===== config.mk =====
export PLATFORM = sky130hd
export DESIGN_NAME = data_cache_control_flat
export DESIGN_NICKNAME = d
export VERILOG_FILES = /design/src/rtl/data_cache_control_if.sv /design/src/rtl/data_cache_control.sv /design/src/flat_wrapper.sv
export SDC_FILE = /design/constraint.sdc
export NUM_CORES = 1
export LEC_CHECK = 0
export BUFFER_PORTS_ARGS = -buffer_cell sky130_fd_sc_hd__buf_2
export CAP_MARGIN = 25
export CORE_UTILIZATION = 33
export DETAILED_ROUTE_END_ITERATION = 7
export GPL_ROUTABILITY_DRIVEN = 1
export PLACE_DENSITY = 0.81
export SYNTH_ARGS = -nofsm -noshare
export SYNTH_HDL_FRONTEND = slang
export SYNTH_SLANG_ARGS = --single-unit

===== constraint.sdc =====
create_clock -name clk -period 1.75 [get_ports clk]
set_clock_uncertainty 0.05 [all_clocks]
set_input_delay 0.35 -clock clk [delete_from_list [all_inputs] [get_ports clk]]
set_output_delay 0.35 -clock clk [all_outputs]
set_load 0.02 [all_outputs]

===== src/rtl/data_cache_control_if.sv =====
// Select encodings and controller/datapath bus for the data cache sequencer.
// The package holds the mux select enums shared by controller, datapath and bench;
// the interface groups the request/response, pmem and datapath control signals.

package data_cache_control_pkg;
   typedef enum logic {WAYMUX_WAYHIT = 1'b0, WAYMUX_WAYLRU = 1'b1} waymux_sel_t;
   typedef enum logic {RESPMUX_WAYMUX_OUT = 1'b0, RESPMUX_PMEM_READ = 1'b1} respmux_sel_t;
   typedef enum logic {MAMUX_CPU = 1'b0, MAMUX_WAYLRU = 1'b1} mamux_sel_t;
   typedef enum logic [1:0] {
      WDATA_FROM_CPU     = 2'd0,
      WDATA_FROM_MEM     = 2'd1,
      WDATA_MEM_MASK_CPU = 2'd2
   } data_wdata_mux_sel_t;
   typedef enum logic {WREN_AS_HIT = 1'b0, WREN_AS_LRU = 1'b1} data_wren_mux_sel_t;
   // hitmux gates the CPU response: force_zero = no resp, as_hit = resp on hit, force_one = resp
   typedef enum logic [1:0] {
      HITMUX_FORCE_ZERO = 2'd0,
      HITMUX_AS_HIT     = 2'd1,
      HITMUX_FORCE_ONE  = 2'd2
   } hitmux_t;
   typedef enum logic {DIRTY_WAY_HIT = 1'b0, DIRTY_WAY_LRU = 1'b1} dirty_wren_mux_sel_t;
   typedef enum logic {LRU_INV_HIT = 1'b0, LRU_INV_LRU = 1'b1} lru_wdata_mux_sel_t;
endpackage

interface data_cache_control_if;
   import data_cache_control_pkg::*;

   logic                mem_read;
   logic                mem_write;
   logic                hit;
   logic                read_dirty;
   logic                pmem_resp;
   logic                pmem_read;
   logic                pmem_write;
   waymux_sel_t         waymux_sel;
   respmux_sel_t        respmux_sel;
   mamux_sel_t          mamux_sel;
   data_wdata_mux_sel_t wdata_mux_sel;
   data_wren_mux_sel_t  wren_mux_sel;
   hitmux_t             hitmux_sel;
   dirty_wren_mux_sel_t dirty_wren_mux_sel;
   lru_wdata_mux_sel_t  lru_wdata_mux_sel;
   logic                load_tag;
   logic                load_valid;
   logic                load_data;
   logic                load_dirty;
   logic                load_lru;
   logic                dirty_wdata;

   // controller side
   modport master (
      input  mem_read, mem_write, hit, read_dirty, pmem_resp,
      output pmem_read, pmem_write, waymux_sel, respmux_sel, mamux_sel,
             wdata_mux_sel, wren_mux_sel, hitmux_sel, dirty_wren_mux_sel,
             lru_wdata_mux_sel, load_tag, load_valid, load_data, load_dirty,
             load_lru, dirty_wdata
   );

   // datapath / CPU / pmem side
   modport slave (
      output mem_read, mem_write, hit, read_dirty, pmem_resp,
      input  pmem_read, pmem_write, waymux_sel, respmux_sel, mamux_sel,
             wdata_mux_sel, wren_mux_sel, hitmux_sel, dirty_wren_mux_sel,
             lru_wdata_mux_sel, load_tag, load_valid, load_data, load_dirty,
             load_lru, dirty_wdata
   );
endinterface


===== src/rtl/data_cache_control.sv =====
// Sequencing FSM for the set-associative data cache datapath.
// Optional performance counters are built when DCACHE_PERF_CNT_EN is defined;
// otherwise the count ports are tied to zero.
//
// state     | meaning
// IDLE      | waiting for a CPU request
// CHECK     | arrays read out, resolve hit / miss
// WRITEBACK | dirty LRU line being written to pmem
// FETCH     | line being read from pmem and filled

module data_cache_control
   import data_cache_control_pkg::*;
#(
   parameter int PERF_CNT_WIDTH = 32
) (
   input  logic                      clk,
   input  logic                      rst,
   data_cache_control_if.master      bus,
   output logic [PERF_CNT_WIDTH-1:0] hit_count,
   output logic [PERF_CNT_WIDTH-1:0] miss_count,
   output logic [PERF_CNT_WIDTH-1:0] wb_count
);

   localparam logic [1:0] IDLE      = 2'd0;
   localparam logic [1:0] CHECK     = 2'd1;
   localparam logic [1:0] WRITEBACK = 2'd2;
   localparam logic [1:0] FETCH     = 2'd3;

   logic [1:0] state_q, state_d;

   // next-state selection
   always_comb begin
      state_d = state_q;
      unique case (state_q)
         IDLE:      if (bus.mem_read || bus.mem_write) state_d = CHECK;
         CHECK:     if (bus.hit)             state_d = IDLE;
                    else if (bus.read_dirty) state_d = WRITEBACK;
                    else                     state_d = FETCH;
         WRITEBACK: if (bus.pmem_resp) state_d = FETCH;
         FETCH:     if (bus.pmem_resp) state_d = IDLE;
         default:   state_d = IDLE;
      endcase
   end

   // state register; reset drops any pmem transaction in flight
   always_ff @(posedge clk or negedge rst) begin
      if (!rst) state_q <= IDLE;
      else      state_q <= state_d;
   end

   // datapath selects and array strobes from state and inputs
   always_comb begin
      bus.pmem_read          = 1'b0;
      bus.pmem_write         = 1'b0;
      bus.waymux_sel         = WAYMUX_WAYHIT;
      bus.respmux_sel        = RESPMUX_WAYMUX_OUT;
      bus.mamux_sel          = MAMUX_CPU;
      bus.wdata_mux_sel      = WDATA_FROM_CPU;
      bus.wren_mux_sel       = WREN_AS_HIT;
      bus.hitmux_sel         = HITMUX_FORCE_ZERO;
      bus.dirty_wren_mux_sel = DIRTY_WAY_HIT;
      bus.lru_wdata_mux_sel  = LRU_INV_HIT;
      bus.load_tag           = 1'b0;
      bus.load_valid         = 1'b0;
      bus.load_data          = 1'b0;
      bus.load_dirty         = 1'b0;
      bus.load_lru           = 1'b0;
      bus.dirty_wdata        = 1'b0;
      unique case (state_q)
         CHECK: begin
            if (bus.hit) begin
               bus.hitmux_sel = HITMUX_AS_HIT;
               bus.load_lru   = 1'b1;
               // write wins when both request lines are high
               if (bus.mem_write) begin
                  bus.load_data   = 1'b1;
                  bus.load_dirty  = 1'b1;
                  bus.dirty_wdata = 1'b1;
               end
            end
         end
         WRITEBACK: begin
            bus.pmem_write = 1'b1;
            bus.waymux_sel = WAYMUX_WAYLRU;
            bus.mamux_sel  = MAMUX_WAYLRU;
         end
         FETCH: begin
            bus.pmem_read = 1'b1;
            if (bus.pmem_resp) begin
               // fill completes even if the CPU dropped its request mid-miss
               bus.load_tag           = 1'b1;
               bus.load_valid         = 1'b1;
               bus.load_data          = 1'b1;
               bus.wren_mux_sel       = WREN_AS_LRU;
               bus.load_dirty         = 1'b1;
               bus.dirty_wren_mux_sel = DIRTY_WAY_LRU;
               bus.dirty_wdata        = bus.mem_write;
               bus.wdata_mux_sel      = bus.mem_write ? WDATA_MEM_MASK_CPU : WDATA_FROM_MEM;
               bus.respmux_sel        = RESPMUX_PMEM_READ;
               bus.hitmux_sel         = HITMUX_FORCE_ONE;
               bus.load_lru           = 1'b1;
               bus.lru_wdata_mux_sel  = LRU_INV_LRU;
            end
         end
         default: ;
      endcase
   end

`ifdef DCACHE_PERF_CNT_EN
   logic [PERF_CNT_WIDTH-1:0] hit_cnt_q, miss_cnt_q, wb_cnt_q;

   // saturating event counters
   always_ff @(posedge clk or negedge rst) begin
      if (!rst) begin
         hit_cnt_q  <= '0;
         miss_cnt_q <= '0;
         wb_cnt_q   <= '0;
      end else begin
         if (state_q == CHECK && bus.hit && hit_cnt_q != '1)
            hit_cnt_q <= hit_cnt_q + 1'b1;
         if (state_q == CHECK && !bus.hit && miss_cnt_q != '1)
            miss_cnt_q <= miss_cnt_q + 1'b1;
         if (state_q == WRITEBACK && bus.pmem_resp && wb_cnt_q != '1)
            wb_cnt_q <= wb_cnt_q + 1'b1;
      end
   end

   assign hit_count  = hit_cnt_q;
   assign miss_count = miss_cnt_q;
   assign wb_count   = wb_cnt_q;
`else
   assign hit_count  = '0;
   assign miss_count = '0;
   assign wb_count   = '0;
`endif

endmodule

===== src/flat_wrapper.sv =====
// flat-port wrapper written by rule: the top's interface ports become plain ports
module data_cache_control_flat import data_cache_control_pkg::*;
#(
   parameter int PERF_CNT_WIDTH = 32
)
  (clk, rst, hit_count, miss_count, wb_count, bus_mem_read, bus_mem_write, bus_hit, bus_read_dirty, bus_pmem_resp, bus_pmem_read, bus_pmem_write, bus_waymux_sel, bus_respmux_sel, bus_mamux_sel, bus_wdata_mux_sel, bus_wren_mux_sel, bus_hitmux_sel, bus_dirty_wren_mux_sel, bus_lru_wdata_mux_sel, bus_load_tag, bus_load_valid, bus_load_data, bus_load_dirty, bus_load_lru, bus_dirty_wdata);
  data_cache_control_if bus_i ();
  input  logic clk;
  input  logic rst;
  output logic [PERF_CNT_WIDTH-1:0] hit_count;
  output logic [PERF_CNT_WIDTH-1:0] miss_count;
  output logic [PERF_CNT_WIDTH-1:0] wb_count;
  input wire logic [$bits(bus_i.mem_read)-1:0] bus_mem_read;
  input wire logic [$bits(bus_i.mem_write)-1:0] bus_mem_write;
  input wire logic [$bits(bus_i.hit)-1:0] bus_hit;
  input wire logic [$bits(bus_i.read_dirty)-1:0] bus_read_dirty;
  input wire logic [$bits(bus_i.pmem_resp)-1:0] bus_pmem_resp;
  output wire logic [$bits(bus_i.pmem_read)-1:0] bus_pmem_read;
  output wire logic [$bits(bus_i.pmem_write)-1:0] bus_pmem_write;
  output wire logic [$bits(bus_i.waymux_sel)-1:0] bus_waymux_sel;
  output wire logic [$bits(bus_i.respmux_sel)-1:0] bus_respmux_sel;
  output wire logic [$bits(bus_i.mamux_sel)-1:0] bus_mamux_sel;
  output wire logic [$bits(bus_i.wdata_mux_sel)-1:0] bus_wdata_mux_sel;
  output wire logic [$bits(bus_i.wren_mux_sel)-1:0] bus_wren_mux_sel;
  output wire logic [$bits(bus_i.hitmux_sel)-1:0] bus_hitmux_sel;
  output wire logic [$bits(bus_i.dirty_wren_mux_sel)-1:0] bus_dirty_wren_mux_sel;
  output wire logic [$bits(bus_i.lru_wdata_mux_sel)-1:0] bus_lru_wdata_mux_sel;
  output wire logic [$bits(bus_i.load_tag)-1:0] bus_load_tag;
  output wire logic [$bits(bus_i.load_valid)-1:0] bus_load_valid;
  output wire logic [$bits(bus_i.load_data)-1:0] bus_load_data;
  output wire logic [$bits(bus_i.load_dirty)-1:0] bus_load_dirty;
  output wire logic [$bits(bus_i.load_lru)-1:0] bus_load_lru;
  output wire logic [$bits(bus_i.dirty_wdata)-1:0] bus_dirty_wdata;
  assign bus_i.mem_read = bus_mem_read;
  assign bus_i.mem_write = bus_mem_write;
  assign bus_i.hit = bus_hit;
  assign bus_i.read_dirty = bus_read_dirty;
  assign bus_i.pmem_resp = bus_pmem_resp;
  assign bus_pmem_read = bus_i.pmem_read;
  assign bus_pmem_write = bus_i.pmem_write;
  assign bus_waymux_sel = bus_i.waymux_sel;
  assign bus_respmux_sel = bus_i.respmux_sel;
  assign bus_mamux_sel = bus_i.mamux_sel;
  assign bus_wdata_mux_sel = bus_i.wdata_mux_sel;
  assign bus_wren_mux_sel = bus_i.wren_mux_sel;
  assign bus_hitmux_sel = bus_i.hitmux_sel;
  assign bus_dirty_wren_mux_sel = bus_i.dirty_wren_mux_sel;
  assign bus_lru_wdata_mux_sel = bus_i.lru_wdata_mux_sel;
  assign bus_load_tag = bus_i.load_tag;
  assign bus_load_valid = bus_i.load_valid;
  assign bus_load_data = bus_i.load_data;
  assign bus_load_dirty = bus_i.load_dirty;
  assign bus_load_lru = bus_i.load_lru;
  assign bus_dirty_wdata = bus_i.dirty_wdata;
  data_cache_control #(.PERF_CNT_WIDTH(PERF_CNT_WIDTH)) u_core (.clk(clk), .rst(rst), .bus(bus_i), .hit_count(hit_count), .miss_count(miss_count), .wb_count(wb_count));
endmodule

==> results.py, run 1 <==
metrics = {
    "status": {
        "status": "complete, but fails checks",
        "failed_checks": "design-rule violations",
    },
    "synth": {
        "syn_inst": 128,
        "ys_warn_count": 0,
        "synth_area_um2": 985.9,
        "synth_cell_type_count": 19,
        "synth-seq-cells": 2,
        "avgSynthCellArea_um2": 7.703,
        "ys_seq_area_frac": 0.05076,
    },
    "global_route": {
        "grt_util_met1": 0.03064,
        "grt_pass1_wl_um": 1035,
        "grt_pass1_vias": 234,
        "antenna_found_initial": 0,
        "grt-busiest-layer": "met2",
        "grt_util_met3": 0.02304,
        "grt_usage": 0.04383,
        "grt_overflow": 0,
        "use_met2": 0.09014,
        "grt_max_degree": 12,
    },
    "final_layout": {
        "final_nets": 153,
        "finalNonFillerCells": 175,
        "area_growth_pct": -26.14,
        "fill_cells": 307,
        "n_antenna_cell": 0,
        "drive_above_1_share": 0.1944,
    },
    "cts": {
        "root_buffer": "clkbuf_4",
        "numCtsBuffers": 3,
        "cts_buffer_depth": 2,
        "htree_levels": 1,
        "clkSinkCount": 2,
        "worstSkewPairLatency_ns": 0.22,
        "clkTransAtPathRegs_ns": 0.03,
        "postCtsSetupBuffers": 0,
        "cts_tree": "done",
    },
    "routing": {
        "via_per_inst": 2.897,
        "routed_wl_um": 975,
        "vias": 507,
        "ant_nets": 0,
        "wl_per_cell_um": 5.571,
        "drt-initial-drc-count": 36,
        "drt_first_pass_iters": 6,
        "drc": 18,
    },
    "pwr": {
        "powerDensity_nw_per_um2": 1224,
        "p_leak_uw": 0.0005221,
        "peakVddDrop_mv": 0.2362,
        "power_uw": 891.3,
    },
    "placed_design": {
        "gp_congestion": 0.5430,
        "placedCellCount": 171,
        "dp_hpwl_um": 815.3,
        "port-buffer-count": 24,
    },
    "sta": {
        "setup_tns_ns": 0,
        "fin_crit_sh": 0.9581,
        "fmax_mhz": 596.4,
        "rsz0062_at_grt": "no",
        "finalCriticalPeriod_ns": 1.677,
        "slew_violations": 0,
        "setup_violations": 0,
        "hold_slack_ns": 0.3788,
        "hold_viol_final": 0,
    },
    "floorplan": {
        "die-area_um2": 3210,
        "initial_core_util": 0.3515,
        "die_height_um": 56.66,
        "core_area_um2": 2805,
        "die_w_um": 56.66,
        "rows": 19,
        "ioPinCount": 121,
    },
    "setup_path": {
        "start_kind": "register",
        "cpPeakStageDelay_ns": 0.47,
        "worstPathCellList": "nor2b_1 > a31o_1 > buf_2",
        "crit_family": "flip-flops",
        "crit_buf_inv": 1,
        "critPathMaxFanout": 9,
        "path_class": "reg -> out",
        "cp.arrival_ns": 1.28,
        "cp_slowest_cell": "dfrtp_1",
        "cp-end-kind": "primary output",
        "crit_required_ns": 1.35,
    },
    "min_path": {
        "hold_path_class": "in -> reg",
    },
    "job": {
        "maxCapViolations": 0,
    },
}
[cell families (layout without fill, tap and decap cells)]
kind of cell,Yosys count,count (layout),share of synthesized area
mux,1,1,0.01015
other cells,1,96,0.003803
xor+xnor,1,1,0.008885
simple gates,12,12,0.07743
buf+inv,108,29,0.8261
flops,2,2,0.05076
compound gates,3,3,0.02284
[power by group]
group,total [uW],switching (uW),internal (uW),leakage (uW)
registers,120,49.7,70.7,0.0000225
logic,671,489,182,0.000486
clock network,100,24.9,75.6,0.0000138
total,891,563,328,0.000522
[final cells by class]
| type | instances | area (um^2) | share of cell area |
|---|---|---|---|
| clock buffer | 3 | 22.52 | 0.03093 |
| inverter | 1 | 3.754 | 0.005155 |
| multi-input combinational | 113 | 483.0 | 0.6632 |
| sequential | 2 | 50.05 | 0.06873 |
| tap | 31 | 38.79 | 0.05326 |
| timing repair buffer | 25 | 130.1 | 0.1787 |
[synth_stat cells]
library cell    n  share of area
a21oi_1         1         0.0051
a221oi_1        1         0.0089
a31o_1          1         0.0089
and2_1          3          0.019
and2b_1         1         0.0076
and3_1          1         0.0063
and3b_1         1         0.0089
buf_4         105           0.80
buf_6           2          0.023
conb_1          1         0.0038
dfrtp_1         2          0.051
inv_1           1         0.0038
mux2i_1         1          0.010
nand2b_1        1         0.0063
nor2_1          1         0.0038
nor2b_1         2          0.013
nor4_1          1         0.0063
or2_1           1         0.0063
xnor2_1         1         0.0089
[layout by cell type (no fill, tap or decap), types with 2 or more instances in the layout]
master	netlist	final
and2_1	3	3
buf_2	0	24
clkbuf_4	0	3
conb_1	1	96
dfrtp_1	2	2
nor2b_1	2	2
[worst min-delay path, delay by kind of cell]
kind                   cells  cell delay (ns)
AO/OA/AOI/OAI              1             0.08
buffers and inverters      1             0.07
AND/OR/NAND/NOR            1             0.09
[per-layer routing]
layer	up-vias	routed length (um)
met5	-	0
met3	0	171
met1	218	223
met4	0	0
met2	66	579
li1	223	-
[repair_timing]
item,CTS,global route
setup endpoints to repair,4,4
hold buffers,1,0
gates resized for setup,1,1
hold endpoints to repair,2,0
[through the flow]
step / utilization / area, um^2 / worst slack, ns
4_1_cts: 0.2583 / 724.4 / 0.01941
5_1_grt: 0.2596 / 728.2 / 0.01537
6_report: 0.2596 / 728.2 / 0.07337
3_5_place_dp: 0.2462 / 690.7 / 0.2024
3_3_place_gp: 0.2462 / 690.7 / 0.2104
2_1_floorplan: - / 1343 / 0.1237
[worst paths after layout]
kind,start,to,slack [ns],cells after the start
min in group asynchronous,rst,u_core.state_q[0],0.43,2
min,bus_read_dirty,u_core.state_q[0],0.38,3
max reg2reg,u_core.state_q[0],u_core.state_q[0],0.64,2
max,u_core.state_q[0],bus_load_data,0.07,3
min reg2reg,register,u_core.state_q[0],0.58,1
max in group asynchronous,rst,async pin,1.12,2
No activity file was read; power rests on OpenSTA's default activity.
==> run 2: changes to the inputs <==
CORE_UTILIZATION = 36   (was 33)
HOLD_SLACK_MARGIN = 0.15   (was not set)
PLACE_DENSITY = 0.88   (was 0.81)
clock period = 1.98 ns   (was 1.75 ns; I/O delays follow)
==> run 2 against run 1 <==
  * The flow now finishes without violations
  * Utilization up 2.7 points
  * Design area fell by 0.86%
  * Final cell count is 0.57% lower
  * Critical path depth unchanged
  * First-iteration DRC count down 97%
  * Hold slack improved by 0.034 ns
  * Register-to-register slack improved by 0.25 ns
  * Routed wire length is 2.3% higher
  * Global-route usage is 0.30 points higher
  * Flip-flop and latch count unchanged
  * Largest cell class unchanged
  * Largest power group unchanged
==> results.py, run 2 (synthesized netlist as in run 1, its figures left out) <==
metrics = {
    "status": {
        "status": "finished, final reports clean",
    },
    "pwr": {
        "power_frac_seq": 0.131,
        "power_uw": 777.0,
        "p_leak_uw": 0.0005233,
        "peakVddDrop_mv": 0.5659,
        "p_clk_frac": 0.116,
        "combPwrFrac": 0.752,
        "p_int_uw": 283.8,
        "swShare": 0.6347,
        "powerDensity_nw_per_um2": 1076,
        "p_sw_uw": 493.1,
    },
    "final_layout": {
        "n_antenna_cell": 0,
        "drive_above_1_share": 0.1875,
        "area_growth_pct": -26.78,
        "fill_cells": 285,
        "final_nets": 153,
        "layout_common_cells": "conb_1 (96), buf_2 (24), and2_1 (3), clkbuf_4 (3)",
        "final_common_cell": "conb_1",
    },
    "cts": {
        "htree_levels": 1,
        "cts_resized": 0,
        "numCtsBuffers": 3,
        "worstSkewPairLatency_ns": 0.22,
        "postCtsSetupBuffers": 0,
        "clkSinkCount": 2,
        "postCtsHoldBufs": 1,
        "cts_buffer_depth": 2,
        "root_buffer": "clkbuf_4",
        "cts_tree": "done",
        "clkTransAtPathRegs_ns": 0.03,
    },
    "routing": {
        "via_per_inst": 2.937,
        "vias": 511,
        "wl_met3_um": 193,
        "wl_met2_um": 611,
        "drc": 0,
        "routed_wl_um": 997,
        "maxUsedRoutingLayer": "met4",
        "ant_nets": 0,
        "wl_per_cell_um": 5.730,
        "drt_first_pass_iters": 2,
        "met1Wirelength_um": 184,
        "drt-initial-drc-count": 1,
    },
    "global_route": {
        "grt_overflow": 0,
        "grt_usage": 0.04688,
        "antenna_found_initial": 0,
        "grt_pass1_vias": 239,
        "grt_pass1_wl_um": 876,
        "grt_max_degree": 12,
    },
    "min_path": {
        "hold_path_class": "in -> reg",
    },
    "floorplan": {
        "rows": 18,
        "ioPinCount": 121,
        "die_w_um": 54.33,
        "initial_core_util": 0.3909,
        "die_height_um": 54.33,
        "die-area_um2": 2952,
        "core_area_um2": 2522,
    },
    "setup_path": {
        "cp-end-kind": "primary output",
        "cp.arrival_ns": 1.35,
        "startpoint": "u_core.state_q[0]",
        "r2r_start": "u_core.state_q[0]",
        "worst-r2r-cell-count": 2,
        "reg2reg_setup_slack_ns": 0.89,
        "critPathMaxFanout": 11,
        "path_class": "reg -> out",
        "start_kind": "register",
        "worstPathCellList": "and3_1 > and2_1 > buf_2",
        "cp-endpoint": "bus_wdata_mux_sel[1]",
        "crit_required_ns": 1.53,
        "r2r-end": "u_core.state_q[0]",
        "cp_slowest_cell": "dfrtp_1",
        "cpPeakStageDelay_ns": 0.46,
    },
    "sta": {
        "hold_slack_ns": 0.4133,
        "finalCriticalPeriod_ns": 1.801,
        "slew_violations": 0,
        "setup_violations": 0,
        "fin_crit_sh": 0.9094,
        "setup_tns_ns": 0,
        "hold_viol_final": 0,
        "rsz0062_at_grt": "no",
        "fmax_mhz": 555.3,
    },
    "placed_design": {
        "port-buffer-count": 24,
        "gp_congestion": 0.5410,
        "dp_hpwl_um": 890.7,
    },
    "job": {
        "maxCapViolations": 0,
    },
}
==> run 2: cell types whose count changed in the layout (fill, tap and decap cells not counted) <==
cell	change
and3_4	-1
and3_1	+1
==> run 2: through the flow <==
stage               setup slack, ns  instances  cell area (um^2)    util
floorplan                    0.3077        223              1343       -
global placement             0.4012        170             689.4  0.2733
detailed placement           0.3849        170             689.4  0.2733
CTS                          0.1458        174             721.9  0.2862
global route                0.03295        174             721.9  0.2862
finish                       0.1793        174             721.9  0.2862
==> run 2: worst min-delay path by stage <==
stage,startpoint,to,slack (ns),depth (start not counted)
floorplan,rst,async pin,0.05,0
global placement,rst,u_core.state_q[0],0.14,1
detailed placement,rst,u_core.state_q[0],0.14,1
CTS,bus_read_dirty,u_core.state_q[0],0.41,3
global route,bus_read_dirty,u_core.state_q[0],0.44,3
finish,bus_read_dirty,u_core.state_q[0],0.41,3
==> run 2: cell type report <==
type	instances	area [um^2]	area share
Clock buffer	3	22.52	0.03120
Timing Repair Buffer	25	130.1	0.1802
Inverter	1	3.754	0.005199
Tap cell	30	37.54	0.05199
Multi-Input combinational cell	113	478.0	0.6620
Sequential cell	2	50.05	0.06932
==> run 2: critical path: cells and delay by family (launching register included) <==
kind / cells / cell delay, ns
AND/OR/NAND/NOR: 2 / 0.51
flip-flops: 1 / 0.46
buffers and inverters: 1 / 0.16
==> run 2: power groups by stage <==
| stage | clock [uW] | combinational, uW | sequential, uW |
|---|---|---|---|
| after floorplan | 0 | 735 | 81.0 |
| after global placement | 0 | 580 | 98.2 |
| after detailed placement | 0 | 585 | 103 |
| after CTS | 97.9 | 587 | 102 |
| after global routing | 101 | 651 | 105 |
| final | 90.4 | 585 | 102 |
==> run 2: routing by layer <==
| metal | GRT usage | up-vias |
|---|---|---|
| li1 | - | 225 |
| met1 | 0.01463 | 220 |
| met2 | 0.1118 | 64 |
| met3 | 0.008333 | 2 |
| met4 | 0.06410 | 0 |
| met5 | 0 | - |
==> run 3: changes to the inputs <==
ABC_AREA = 1   (was not set)
BUFFER_PORTS_ARGS = -buffer_cell sky130_fd_sc_hd__clkbuf_2   (was -buffer_cell sky130_fd_sc_hd__buf_2)
CORE_MARGIN = 2   (was not set)
CORE_UTILIZATION = 35   (was 36)
PLACE_DENSITY = 0.86   (was 0.88)
==> run 3 against run 2 <==
  * Flip-flop and latch count unchanged
  * Highest routed layer unchanged
  * Routed wire length increased by 7.9%
  * Critical endpoint is now bus_load_tag
  * Clock power decreased by 2.8%
  * Largest power group unchanged
  * Synthesized area decreased by 1.1%
  * Critical path type unchanged
  * Hold slack improved by 0.048 ns
  * Non-clock buffer count unchanged
==> results.py, run 3 <==
metrics = {
    "floorplan": {
        "core_area_um2": 2710,
        "ioPinCount": 121,
        "die_height_um": 56.77,
        "initial_core_util": 0.3596,
        "die-area_um2": 3223,
        "die_w_um": 56.77,
        "rows": 19,
    },
    "cts": {
        "htree_levels": 1,
        "clkSinkCount": 2,
        "numCtsBuffers": 3,
        "cts_buffer_depth": 2,
        "cts_tree": "done",
        "cts_resized": 0,
        "root_buffer": "clkbuf_4",
        "postCtsSetupBuffers": 0,
        "clkTransAtPathRegs_ns": 0.03,
        "postCtsHoldBufs": 1,
        "worstSkewPairLatency_ns": 0.22,
    },
    "final_layout": {
        "final_nets": 165,
        "n_antenna_cell": 0,
        "drive_above_1_share": 0.1987,
        "layout_common_cells": "conb_1 (96), clkbuf_2 (24), nor2_1 (10)",
        "area_growth_pct": -24.65,
        "final_common_cell": "conb_1",
        "final_util": 0.2710,
    },
    "pwr": {
        "p_sw_uw": 532.5,
        "powerDensity_nw_per_um2": 1091,
        "swShare": 0.6648,
        "power_frac_seq": 0.108,
        "p_int_uw": 268.5,
        "p_clk_frac": 0.110,
        "combPwrFrac": 0.782,
        "p_leak_uw": 0.0005615,
        "peakVddDrop_mv": 0.4863,
    },
    "routing": {
        "drt-initial-drc-count": 22,
        "wl_met2_um": 531,
        "maxUsedRoutingLayer": "met4",
        "met1Wirelength_um": 273,
        "vias": 539,
        "drc": 0,
        "drt_first_pass_iters": 2,
        "routed_wl_um": 1076,
        "ant_nets": 0,
        "wl_met3_um": 261,
        "wl_per_cell_um": 5.754,
        "via_per_inst": 2.882,
    },
    "setup_path": {
        "critPathMaxFanout": 8,
        "cp.arrival_ns": 1.26,
        "start_kind": "register",
        "path_class": "reg -> out",
        "cp-end-kind": "primary output",
        "crit_required_ns": 1.53,
    },
    "sta": {
        "fin_crit_sh": 0.8627,
        "setup_tns_ns": 0,
        "fmax_mhz": 585.4,
        "slew_violations": 0,
        "hold_viol_final": 0,
        "setup_violations": 0,
        "rsz0062_at_grt": "no",
        "finalCriticalPeriod_ns": 1.708,
    },
    "synth": {
        "synth-edff-count": 0,
        "yosys-top-cells-count": "buf_4 (105), nor2_1 (10), inv_1 (7), nand2_1 (7)",
        "synth_async_sr_flop_share": 1.000,
        "synth_most_common_cell": "buf_4",
        "synth_area_leaders": "buf_4 (81%), dfrtp_1 (5.1%), nor2_1 (3.9%), inv_1 (2.7%), nand2_1 (2.7%)",
        "ys_warn_count": 0,
        "synth-seq-cells": 2,
        "syn_inst": 138,
        "synth_area_um2": 974.7,
        "synth_ff_type": "dfrtp_1",
        "yosysTopAreaCell": "buf_4",
        "synth_cell_type_count": 11,
        "ys_seq_area_frac": 0.05135,
        "avgSynthCellArea_um2": 7.063,
        "netlist.area_leader.share": 0.8087,
    },
    "global_route": {
        "grt_overflow": 0,
        "grt_pass1_vias": 285,
        "grt_pass1_wl_um": 1242,
        "grt_max_degree": 9,
        "grt_usage": 0.04958,
        "antenna_found_initial": 0,
    },
    "status": {
        "status": "finished, final reports clean",
    },
    "placed_design": {
        "gp_congestion": 0.7001,
        "port-buffer-count": 24,
        "dp_hpwl_um": 979.1,
    },
    "min_path": {
        "hold_path_class": "in -> async",
    },
    "job": {
        "maxCapViolations": 0,
    },
}
-- run 3: worst max-delay path, stage by stage (launching register included) --
cell	delay (ns)
dfrtp_1	0.40
nand2_1	0.08
inv_2	0.08
nand2_4	0.07
inv_1	0.19
clkbuf_2	0.21
-- run 3: routing by layer --
metal | track usage | vias up
li1 | - | 244
met4 | 0.009967 | 0
met3 | 0.02304 | 2
met2 | 0.09136 | 71
met1 | 0.05103 | 222
met5 | 0 | -
-- run 3: stage by stage --
stage	hold WS [ns]	worst slack (ns)	instances	area, um^2	total power, uW
2_1_floorplan	0.05041	0.4066	233	1331	793.1
3_3_place_gp	0.1339	0.5072	183	701.9	704.5
3_5_place_dp	0.1340	0.4743	183	701.9	713.4
4_1_cts	0.4530	0.2337	187	734.5	808.4
5_1_grt	0.4802	0.1309	187	734.5	861.6
6_report	0.4618	0.2719	187	734.5	801.0
-- run 3: cells by family after synthesis --
group	Yosys count	synth area share
other cells	1	0.003847
compound gates	3	0.02310
flops	2	0.05135
simple gates	19	0.08216
buf+inv	113	0.8395
-- run 3: layout make-up --
| type | count | area [um^2] |
|---|---|---|
| clock buffer | 3 | 22.52 |
| multi-input combinational | 118 | 462.9 |
| sequential | 2 | 50.05 |
| timing repair buffer | 25 | 130.1 |
| fill | 308 | 1976 |
| inverter | 8 | 30.03 |
| tap | 31 | 38.79 |
-- run 3: power by group through the flow --
stage	clock, uW	sequential [uW]	combinational, uW
floorplan	0	82.7	710
global placement	0	84.6	620
detailed placement	0	86.4	627
CTS	92.4	86.5	629
global route	95.8	91.9	674
finish	87.9	86.6	626
-- run 3: final timing paths --
kind                       slack (ns)  cells past startpoint                end
hold / removal                   0.46                      2          async pin
min in group clk                 0.46                      6  u_core.state_q[0]
hold reg to reg                  0.54                      2           register
setup / recovery                 0.27                      5       bus_load_tag
setup reg to reg                 0.92                      5           register
max in group asynchronous        1.32                      2  u_core.state_q[0]
